### src/rtl/vec_irq_arbiter_pkg.sv
// Shared types and constants for the vectored-interrupt arbiter.
// Holds the FSM encoding, the selected-source encoding and the vector width.
package vec_irq_pkg;

    localparam int VEC_W = 16;

    typedef enum logic [1:0] {
        IDLE = 2'd0,
        PEND = 2'd1,
        ACK  = 2'd2,
        DONE = 2'd3
    } state_t;

    // Bit 4 set marks "no source latched"; indices 0..15 fit in the low bits.
    typedef logic [4:0] sel_t;
    localparam sel_t SEL_NONE = 5'h10;

    function automatic int win_width(input int n);
        return (n > 1) ? $clog2(n) : 1;
    endfunction

endpackage

### src/rtl/vec_irq_arbiter_if.sv
// Bundle of peripheral request lines and the CPU vector-fetch handshake.
// The arbiter is the slave (responder); the CPU/peripheral side is the master.
interface vec_irq_arbiter_if
    import vec_irq_pkg::*;
#(
    parameter int N_SRC = 4
);
    logic [N_SRC-1:0]       irq_req;
    logic [VEC_W*N_SRC-1:0] irq_vec;
    logic [N_SRC-1:0]       irq_ack;
    logic                   virq;
    logic                   istb;
    logic [VEC_W-1:0]       ivec;
    logic                   iack;

    modport slave (
        input  irq_req, irq_vec, istb,
        output irq_ack, virq, ivec, iack
    );

    modport master (
        output irq_req, irq_vec, istb,
        input  irq_ack, virq, ivec, iack
    );
endinterface

### src/rtl/vec_irq_arbiter_prio_enc.sv
// Combinational fixed-priority encoder: lowest set request index wins.
module irq_prio_enc
    import vec_irq_pkg::*;
#(
    parameter int N_SRC = 4,
    parameter int WIN_W = win_width(N_SRC)
) (
    input  logic [N_SRC-1:0] req_i,
    output logic [WIN_W-1:0] win_o,
    output logic             pend_o
);

    // Scan from the top down so the lowest index is the last one written.
    always_comb begin
        win_o = '0;
        for (int k = N_SRC - 1; k >= 0; k--) begin
            if (req_i[k]) begin
                win_o = WIN_W'(k);
            end
        end
    end

    assign pend_o = |req_i;

endmodule

### src/rtl/vec_irq_arbiter.sv
// Responder end of the CPU vectored-interrupt interface: arbitrates level
// requests, answers the vector fetch and pulses the serviced source's ack.
module vec_irq_arbiter
    import vec_irq_pkg::*;
#(
    parameter int               N_SRC   = 4,
    parameter logic [VEC_W-1:0] DEF_VEC = 16'd0
) (
    input  logic             wb_clk_i,
    input  logic             wb_rst_n,
    vec_irq_arbiter_if.slave bus
);

    localparam int WIN_W = win_width(N_SRC);

    logic [WIN_W-1:0] win;
    logic             pend;
    sel_t             win_sel;

    state_t           state_q, state_d;
    sel_t             sel_q, sel_d;
    logic             virq_q, virq_d;
    logic             iack_r_q, iack_r_d;
    logic [VEC_W-1:0] ivec_q, ivec_d;
    logic [N_SRC-1:0] irq_ack_q, irq_ack_d;
    logic             in_ack;
    logic [VEC_W-1:0] sel_vec;

    irq_prio_enc #(
        .N_SRC (N_SRC),
        .WIN_W (WIN_W)
    ) u_enc (
        .req_i  (bus.irq_req),
        .win_o  (win),
        .pend_o (pend)
    );

    assign win_sel = sel_t'(win);

    always_ff @(posedge wb_clk_i or negedge wb_rst_n) begin
        if (!wb_rst_n) begin
            state_q   <= IDLE;
            sel_q     <= SEL_NONE;
            virq_q    <= 1'b0;
            iack_r_q  <= 1'b0;
            ivec_q    <= '0;
            irq_ack_q <= '0;
        end else begin
            state_q   <= state_d;
            sel_q     <= sel_d;
            virq_q    <= virq_d;
            iack_r_q  <= iack_r_d;
            ivec_q    <= ivec_d;
            irq_ack_q <= irq_ack_d;
        end
    end

    // The winner is only latched on the fetch edge; afterwards sel_q is frozen.
    always_comb begin
        state_d = state_q;
        sel_d   = sel_q;
        case (state_q)
            IDLE: begin
                if (bus.istb) begin
                    state_d = ACK;
                    sel_d   = SEL_NONE;
                end else if (pend) begin
                    state_d = PEND;
                end
            end
            PEND: begin
                if (bus.istb) begin
                    state_d = ACK;
                    sel_d   = pend ? win_sel : SEL_NONE;
                end else if (!pend) begin
                    state_d = IDLE;
                end
            end
            ACK: begin
                if (!bus.istb) begin
                    state_d = DONE;
                end
            end
            DONE: begin
                state_d = IDLE;
            end
            default: begin
                state_d = IDLE;
            end
        endcase
    end

    always_comb begin
        sel_vec = DEF_VEC;
        for (int k = 0; k < N_SRC; k++) begin
            if (sel_q == sel_t'(k)) begin
                sel_vec = bus.irq_vec[VEC_W*k +: VEC_W];
            end
        end
    end

    // First ACK cycle is the wait state; iack_r_q low there marks the one-shot edge.
    always_comb begin
        in_ack    = (state_q == ACK) && (state_d == ACK);
        virq_d    = (state_q == PEND) && (state_d == PEND);
        iack_r_d  = in_ack;
        ivec_d    = '0;
        irq_ack_d = '0;
        if (in_ack) begin
            ivec_d = iack_r_q ? ivec_q : sel_vec;
            for (int k = 0; k < N_SRC; k++) begin
                irq_ack_d[k] = !iack_r_q && (sel_q == sel_t'(k));
            end
        end
    end

    assign bus.virq    = virq_q;
    assign bus.ivec    = ivec_q;
    assign bus.irq_ack = irq_ack_q;
    assign bus.iack    = iack_r_q & bus.istb;

endmodule

### src/flat_wrapper.sv
// flat-port wrapper written by rule: the top's interface ports become plain ports
module vec_irq_arbiter_flat import vec_irq_pkg::*;
#(
    parameter int               N_SRC   = 4,
    parameter logic [VEC_W-1:0] DEF_VEC = 16'd0
)
  (wb_clk_i, wb_rst_n, bus_irq_req, bus_irq_vec, bus_istb, bus_irq_ack, bus_virq, bus_ivec, bus_iack);
  vec_irq_arbiter_if #(.N_SRC(N_SRC)) bus_i ();
  input  logic wb_clk_i;
  input  logic wb_rst_n;
  input wire logic [$bits(bus_i.irq_req)-1:0] bus_irq_req;
  input wire logic [$bits(bus_i.irq_vec)-1:0] bus_irq_vec;
  input wire logic [$bits(bus_i.istb)-1:0] bus_istb;
  output wire logic [$bits(bus_i.irq_ack)-1:0] bus_irq_ack;
  output wire logic [$bits(bus_i.virq)-1:0] bus_virq;
  output wire logic [$bits(bus_i.ivec)-1:0] bus_ivec;
  output wire logic [$bits(bus_i.iack)-1:0] bus_iack;
  assign bus_i.irq_req = bus_irq_req;
  assign bus_i.irq_vec = bus_irq_vec;
  assign bus_i.istb = bus_istb;
  assign bus_irq_ack = bus_i.irq_ack;
  assign bus_virq = bus_i.virq;
  assign bus_ivec = bus_i.ivec;
  assign bus_iack = bus_i.iack;
  vec_irq_arbiter #(.N_SRC(N_SRC), .DEF_VEC(DEF_VEC)) u_core (.wb_clk_i(wb_clk_i), .wb_rst_n(wb_rst_n), .bus(bus_i));
endmodule
### config.mk
export PLATFORM = sky130hd
export DESIGN_NAME = vec_irq_arbiter_flat
export DESIGN_NICKNAME = d
export VERILOG_FILES = /design/src/rtl/vec_irq_arbiter_pkg.sv /design/src/rtl/vec_irq_arbiter_if.sv /design/src/rtl/vec_irq_arbiter_prio_enc.sv /design/src/rtl/vec_irq_arbiter.sv /design/src/flat_wrapper.sv
export SDC_FILE = /design/constraint.sdc
export NUM_CORES = 1
export LEC_CHECK = 0
export ABC_AREA = 0
export BUFFER_PORTS_ARGS = -buffer_cell sky130_fd_sc_hd__buf_4
export CELL_PAD_IN_SITES_DETAIL_PLACEMENT = 1
export CELL_PAD_IN_SITES_GLOBAL_PLACEMENT = 2
export CORE_ASPECT_RATIO = 1.25
export CORE_UTILIZATION = 27
export CTS_CLUSTER_SIZE = 30
export DETAILED_ROUTE_END_ITERATION = 10
export PLACE_DENSITY_LB_ADDON = 0.1
export REMOVE_ABC_BUFFERS = 1
export SKIP_CTS_REPAIR_TIMING = 1
export SYNTH_ARGS = -nofsm -noshare
export SYNTH_HDL_FRONTEND = slang
export SYNTH_SLANG_ARGS = --single-unit
### constraint.sdc
create_clock -name wb_clk_i -period 3.5 [get_ports wb_clk_i]
set_clock_uncertainty 0.2 [all_clocks]
set_input_delay 0.525 -clock wb_clk_i [delete_from_list [all_inputs] [get_ports wb_clk_i]]
set_output_delay 0.525 -clock wb_clk_i [all_outputs]
set_load 0.03 [all_outputs]
* After elaboration in Yosys (flattened, before gate mapping)
Cells that the tools add are included.
** Word-level totals
- Flip-flop bits (word level) :: 29
- Latch bits :: 0
- Bits in writable memories :: 0
- ROM bits :: 0
- Bits of input ports :: 71
- Output and inout bits :: 22
- Memories :: 0
** Cells by class
- Add/sub/neg operators :: 0
- Multipliers :: 0
- Divide/modulo/power cells :: 0
- Magnitude comparators :: 0
- Equality and inequality tests :: 11
- Shift-type cells :: 0
- Mux-type cells :: 21
- Bitwise operators :: 1
- Reductions and logical operators :: 12
** Operator list (count)
- two-way mux 16 bit :: 6
- two-way mux 2 bit :: 9
- two-way mux 5 bit :: 3
- == test 5 x 2 -> 1 bit (second input constant) :: 2
- one-hot mux 5 bit (2 select lines) :: 1
- one-hot mux 2 bit (4 select lines) :: 1
- == test 2 bit (second input constant) :: 3
- logical AND 1 bit :: 6
- inequality test 2 bit (second input constant) :: 3
- == test 5 x 1 -> 1 bit (second input constant) :: 1
- logical NOT 5 bit :: 1
- == test 2 x 1 -> 1 bit (second input constant) :: 2
- two-way mux 4 bit :: 1
- OR reduction 4 bit :: 1
- AND reduction 3 bit :: 1
- logical NOT 2 bit :: 1
- nonzero test 2 bit :: 1
- AND 1 bit :: 1
- logical NOT 1 bit :: 1

* Depth between registers and ports, before layout
Gate-level depths: netlist (run 1).
- Depth in word-level cells :: 7
- Mapped depth :: 6
- Gate-level depth less buffers :: 3

* Cells and area by module
Synthesis (run 1) repeated with hierarchy kept, for this count alone.
** Second synthesis, totals
- Cell total of the unflattened synthesis :: 97
- Area total of the unflattened synthesis :: 1431.4 um^2
** Modules (own cells, without submodules)
- vec_irq_arbiter :: times used 1, cells each 90, area an instance 1396.3 um^2, seq. area each 676.9 um^2
- irq_prio_enc :: times used 1, cells each 7, area an instance 35.0 um^2, seq. area each 0.0 um^2

* Least setup slack after synthesis (run 1)
OpenSTA, ideal clock, no wires.
- Path kind :: input -> register
- Start :: input bus_irq_req[3]
- End :: register u_core.sel_q[4]
- Setup time :: 0.068 ns
- Data arrival time :: 1.365 ns
- Data required time :: 3.232 ns
- Setup slack :: 1.867 ns
- Stages on the path :: 3
- Cells stage by stage :: or4_4 -> and4b_2 -> a21oi_2
** Between the ends
- Word-level cells in the longest chain between the ends :: 4
** RTL lines
- from (decl) :: line flat_wrapper.sv:11 : input wire logic [$bits(bus_i.irq_req)-1:0] bus_irq_req;
- OR reduction 4 bit :: line vec_irq_arbiter_prio_enc.sv:23 : assign pend_o = |req_i;
- two-way mux 5 bit :: line vec_irq_arbiter.sv:74 : sel_d = pend ? win_sel : SEL_NONE;
- two-way mux 5 bit :: line vec_irq_arbiter.sv:72 : if (bus.istb) begin
- one-hot mux 5 bit (2 select lines) :: line vec_irq_arbiter.sv:62 : case (state_q)
- to (signal assigned) :: line vec_irq_arbiter.sv:50 : sel_q <= sel_d;
- to (decl) :: line vec_irq_arbiter.sv:21 : sel_t sel_q, sel_d;
Every way passes these cells. The select of a mux whose other input is x is not followed.
A chain may end at the register's enable or synchronous reset.

* Worst setup path in the final report (run 1)
- Start :: register u_core.sel_q[0]
- End :: register u_core.ivec_q[14], in the netlist u_core.bus.ivec[14]
** Between the ends
- Word-level cells in the longest chain between the ends :: 7
** RTL lines
- logical NOT 5 bit :: line vec_irq_arbiter.sv:96 : if (sel_q == sel_t'(k)) begin
- two-way mux 16 bit (3 in a row) :: line vec_irq_arbiter.sv:96
- two-way mux 16 bit * :: line vec_irq_arbiter.sv:96
- two-way mux 16 bit * :: line vec_irq_arbiter.sv:110 : ivec_d = iack_r_q ? ivec_q : sel_vec;
- two-way mux 16 bit * :: line vec_irq_arbiter.sv:109 : if (in_ack) begin
- to (signal assigned) :: line vec_irq_arbiter.sv:53 : ivec_q <= ivec_d;
- to (decl) :: line vec_irq_arbiter.sv:24 : logic [VEC_W-1:0] ivec_q, ivec_d;
Every way passes the cells marked *; elsewhere a longest branch is shown, timed or not. The select of a mux whose other input is x is not followed.

==> metrics.cfg, run 1 <==
[critical_path]
crit_slowest_cell = dfrtp_2
ff2ff_path_depth = 3
crit_path_start_kind = flip-flop
required_ps = 3470
worst_setup_path_end_kind = flip-flop
crit_fanout = 53
r2r-end = u_core.bus.ivec[14]
r2r-start = u_core.sel_q[0]
path_cells = and2b_1, a211o_1, a32o_1
crit_arrival_ps = 2140
slowest_delay_ps = 1080
r2r_slack_ps = 1330
worstSetupPathType = flip-flop to flip-flop

[placed_design]
post-place-ws_ps = 1300
dpl.hpwl_um = 3570
portBuffers = 92
place_congestion = 0.751

[cts]
cts_max_level = 1
clock_path_buffers = 2
cts.root.buffer_cell = clkbuf_8
clkTransAtPathRegs_ps = 100
cts_tree = yes
cts_sinks = 27
numCtsBuffers = 3
insertion_delay_ps = 270

[floorplan]
fp.dieH_um = 89.8
start_util = 0.285
die_w_um = 72.3
num_rows = 31
boundaryPins = 93
core_sq_um = 5860
dieArea_sq_um = 6490

[pwr]
power.density_nw_per_um2 = 375
combPwrFrac = 0.336
p_sw_frac = 0.339
clock_power_share = 0.205
seq_power_share = 0.459
irDropWorstVdd_uv = 190
intPower_w = 0.000593
power_switching_w = 0.000304
leakagePower_nw = 1.17

[sta]
min_period_ps = 2170
fmax_ghz = 0.461
hold_violations = 0
slew_headroom = 0.270
finalCritPeriodShare = 0.620
rsz0062_at_grt = no
tightest_slew_ps = 1100
tns_ps = 0
drv_slew = 0
setup_violations = 0
setup_slack_ps = 1330
hold_slack_ps = 248

[cells_and_area]
fillers = 685
final_nets = 309
final_util = 0.409
drive_above_1_share = 0.464
antennaDiodeCount = 0
area_growth_syn_to_layout_pct = 43.6

[synth]
synth_cells = 150
yosysSeqAreaShare = 0.406
synth_edf_count = 0
async_flop_share = 1.00
ys_ff_latch = 27
synthFlopType = dfrtp_1
synth.distinct_cells = 35
syn_area_sq_um = 1670
avgSynthCellArea_sq_um = 11.1
yosysWarningCount = 0

[hold_path]
hold_path_class = input port to flip-flop
min_path_cells = 2
whs_endpoint = u_core.sel_q[0]
hold_start = bus_irq_req[0]

[global_routing]
grt_pass1_vias = 1668
antenna_found_initial = 0
grtUsageTotal = 0.156
grt_overflow_total = 0
grt_max_degree = 54
grt_first_pass_wirelength_um = 8030

[route]
drcViolationCount = 0
vias_per_cell = 4.85
ant_nets = 0
dr_total_vias = 1548
drtIter0Drc = 45
firstDrtPassIters = 4
wl_per_cell_um = 15.5
wl_um = 4940

[job]
maxCapViolCount = 0

[outcome]
outcome = finished clean

[cell families after synthesis]
group	Yosys count	synth area share
compound gates	38	0.204
buf+inv	17	0.0938
flops	27	0.406
mux	16	0.0961
simple gates	52	0.200
[cells in the final DEF, fill, tap and decap left out, types with 2 or more instances in the layout]
cell type,n
nor2_1,3
inv_1,5
nand2_1,18
a211o_1,16
buf_4,94
mux2i_1,16
nor2b_1,14
a21oi_1,2
a32o_1,16
clkbuf_8,3
and2b_1,2
dfrtp_1,25
nor3b_2,2
[state kept, by name, summed over array words and instances (netlist names)]
signal	count
u_core.bus.irq_ack	4
u_core.bus.ivec	16
u_core.sel_q	3
u_core.iack_r_q	1
u_core.bus.virq	1
u_core.state_q	2
[layout make-up]
cell class	instances	area, sq um	area share
repair buffers	95	716	0.299
inverters	5	18.8	0.00784
multi-input cells	106	833	0.348
clock buffers	4	45.0	0.0188
flip-flops and latches	27	678	0.283
well taps	82	103	0.0429
[synth_stat cells, types with 2 or more instances]
cell type	number	area (sq um)
nor3b_2	2	25.0
buf_6	3	33.8
a211o_1	16	140
nor2_1	3	11.3
buf_8	3	45.0
and2b_1	2	15.0
nor2b_1	14	87.6
dfrtp_1	26	651
clkbuf_8	3	41.3
nand2_1	18	67.6
a21oi_1	2	10.0
mux2i_1	16	160
a32o_1	16	160
inv_1	5	18.8
[critical path, delay by kind of cell, from the launching register on]
family | cells | cell delay (ps)
AOI/OAI and AO/OA | 2 | 500
and+or+nand+nor | 1 | 270
DFF | 1 | 1080
[through the flow]
step,power (W),instances,instance area (sq um)
4_1_cts,0.000913,318,2380
3_3_place_gp,0.000714,314,2340
2_1_floorplan,0.000581,138,1530
6_report,0.000898,319,2390
5_1_grt,0.000958,319,2390
3_5_place_dp,0.000726,314,2340
[worst max path at each step]
stage / startpoint / endpoint / slack, ps / cells after the start
floorplan: u_core.sel_q[0] / u_core.bus.ivec[13] / 1110 / 3
global placement: u_core.sel_q[0] / u_core.bus.ivec[14] / 1370 / 3
detailed placement: u_core.sel_q[0] / u_core.bus.ivec[14] / 1300 / 3
CTS: u_core.sel_q[0] / u_core.bus.ivec[14] / 1280 / 3
global route: u_core.sel_q[0] / u_core.bus.ivec[14] / 1170 / 3
finish: u_core.sel_q[0] / u_core.bus.ivec[14] / 1330 / 3
[routing by layer]
layer / wire [um] / global-route usage / up-vias
met3: 296 / 0.0269 / 4
met4: 31 / 0.0359 / 0
li1: - / - / 732
met1: 2040 / 0.199 / 755
met2: 2580 / 0.270 / 57
met5: 0 / 0 / -
[power by group through the flow]
| stage | clock, W | combinational (W) | sequential, W |
|---|---|---|---|
| floorplan | 0 | 0.000145 | 0.000436 |
| global placement | 0 | 0.000298 | 0.000416 |
| detailed placement | 0 | 0.000306 | 0.000420 |
| CTS | 0.000193 | 0.000306 | 0.000413 |
| global route | 0.000207 | 0.000329 | 0.000421 |
| finish | 0.000184 | 0.000302 | 0.000412 |
Power figures use the tool's default switching activity.
==> run 2: changes to the inputs <==
--- a/config.mk
+++ b/config.mk
@@ -10,7 +10,7 @@
 export CELL_PAD_IN_SITES_DETAIL_PLACEMENT = 1
 export CELL_PAD_IN_SITES_GLOBAL_PLACEMENT = 2
 export CORE_ASPECT_RATIO = 1.25
-export CORE_UTILIZATION = 27
+export CORE_UTILIZATION = 23
 export CTS_CLUSTER_SIZE = 30
 export DETAILED_ROUTE_END_ITERATION = 10
 export PLACE_DENSITY_LB_ADDON = 0.1
==> constraint.sdc (replaced) <==
create_clock -name wb_clk_i -period 1.9 [get_ports wb_clk_i]
set_clock_uncertainty 0.2 [all_clocks]
set_input_delay 0.285 -clock wb_clk_i [delete_from_list [all_inputs] [get_ports wb_clk_i]]
set_output_delay 0.285 -clock wb_clk_i [all_outputs]
set_load 0.03 [all_outputs]
==> run 2 against run 1 <==
Effect of this change:
- cell count increased by 5.0%
- largest power group unchanged
- total power increased by 91%
- sequential power increased by 73%
- critical path depth increased by 1
- clock power increased by 87%
- combinational power increased by 120%
- die area increased by 17%
- routed wire length increased by 5.0%
- hold slack got worse by 220 ps
- sequential share of layout area decreased by 1.1 points
==> metrics.cfg, run 2 (synthesized netlist as in run 1, its figures left out) <==
[cts]
cts_sinks = 27
cts_max_level = 1
clkTransAtPathRegs_ps = 110
cts.root.buffer_cell = clkbuf_8
insertion_delay_ps = 280
numCtsBuffers = 3
cts_tree = yes
clock_path_buffers = 2

[cells_and_area]
final_util = 0.357
final_nets = 317
final_common_cell = buf_4
fillers = 819
area_growth_syn_to_layout_pct = 49.5
fin_cells = 335
largest_reg_flops = 16
final_cell_mix = 99 x buf_4, 25 x dfrtp_1, 18 x nand2_1
antennaDiodeCount = 0
drive_above_1_share = 0.482

[pwr]
power_switching_w = 0.000579
seq_power_share = 0.415
p_sw_frac = 0.338
combPwrFrac = 0.383
clock_power_share = 0.201
intPower_w = 0.00113
power.density_nw_per_um2 = 687
irDropWorstVdd_uv = 249
leakagePower_nw = 1.22

[critical_path]
required_ps = 1870
r2r-end = u_core.bus.ivec[0]
ff2ff_path_depth = 4
crit_path_start_kind = flip-flop
cp_top_family = flip-flops
worst_setup_path_end_kind = flip-flop
slowest_delay_ps = 610
crit_arrival_ps = 1680
r2r_slack_ps = 190
crit_fanout = 18
path_cells = buf_12, nor2b_1, a211o_1, a32o_1
r2r-start = u_core.sel_q[0]
crit_slowest_cell = dfrtp_2
worstSetupPathType = flip-flop to flip-flop
critPathBufInv = 1

[hold_path]
hold_path_class = input port to flip-flop
min_path_cells = 2
whs_endpoint = u_core.bus.virq
hold_start = bus_istb

[sta]
min_period_ps = 1710
hold_violations = 0
tns_ps = 0
setup_violations = 0
tightest_slew_ps = 379
finalCritPeriodShare = 0.900
rsz0062_at_grt = no
drv_slew = 0
fmax_ghz = 0.585
slew_headroom = 0.747
hold_slack_ps = 22.7

[route]
firstDrtPassIters = 4
dr_total_vias = 1541
drcViolationCount = 0
vias_per_cell = 4.60
drtIter0Drc = 36
ant_nets = 0
wl_um = 5190
wl_per_cell_um = 15.5

[global_routing]
antenna_found_initial = 0
grt_overflow_total = 0
grt_pass1_vias = 1674
grt_first_pass_wirelength_um = 8440
grt_max_degree = 28
grtUsageTotal = 0.141

[placed_design]
placedCellCount = 329
place_congestion = 0.677
dpl.hpwl_um = 3880
portBuffers = 92

[floorplan]
start_util = 0.239
fp.dieH_um = 97.2
dieArea_sq_um = 7590
boundaryPins = 93
die_w_um = 78.1
core_sq_um = 6980
num_rows = 34

[job]
maxCapViolCount = 0

[outcome]
outcome = finished clean

[run 2: cell type report]
cell class / instances / area, sq um / share of cell area
multi-input cells: 106 / 833 / 0.334
repair buffers: 103 / 803 / 0.322
flip-flops and latches: 27 / 678 / 0.272
well taps: 90 / 113 / 0.0452
clock buffers: 3 / 41.3 / 0.0166
inverters: 5 / 18.8 / 0.00753
clock inverters: 1 / 5.00 / 0.00201
[run 2: how the worst max path moves through the flow]
stage / startpoint / to / slack (ps) / cells after the start
final: u_core.sel_q[0] / u_core.bus.ivec[0] / 190 / 4
after global routing: u_core.sel_q[0] / u_core.bus.ivec[7] / 100 / 4
after CTS: u_core.sel_q[0] / u_core.bus.ivec[0] / 180 / 4
after detailed placement: u_core.sel_q[0] / u_core.bus.ivec[0] / 200 / 4
after global placement: u_core.sel_q[0] / u_core.bus.ivec[0] / 230 / 4
after floorplan: u_core.sel_q[0] / u_core.bus.ivec[13] / -490 / 3
[run 2: per-stage QoR]
step	worst slack (ps)	total power (W)	cell area, sq um
floorplan	-488	0.00107	1530
CTS	185	0.00175	2470
finish	191	0.00171	2490
detailed placement	203	0.00139	2430
global placement	229	0.00139	2430
global route	98.2	0.00183	2490
[run 2: power by group through the flow]
| stage | clock, W | combinational, W | sequential [W] |
|---|---|---|---|
| finish | 0.000345 | 0.000656 | 0.000711 |
| global route | 0.000388 | 0.000718 | 0.000722 |
| CTS | 0.000365 | 0.000667 | 0.000712 |
| detailed placement | 0 | 0.000665 | 0.000724 |
| global placement | 0 | 0.000664 | 0.000722 |
| floorplan | 0 | 0.000266 | 0.000803 |
[run 2: per-layer routing]
layer	vias to the layer above	GRT usage	share of wire	wire length (um)
met2	47	0.256	0.51	2660
met3	2	0.0254	0.060	310
met1	748	0.171	0.42	2200
met5	-	0	0	0
li1	744	-	-	-
met4	0	0.0299	0.0048	25
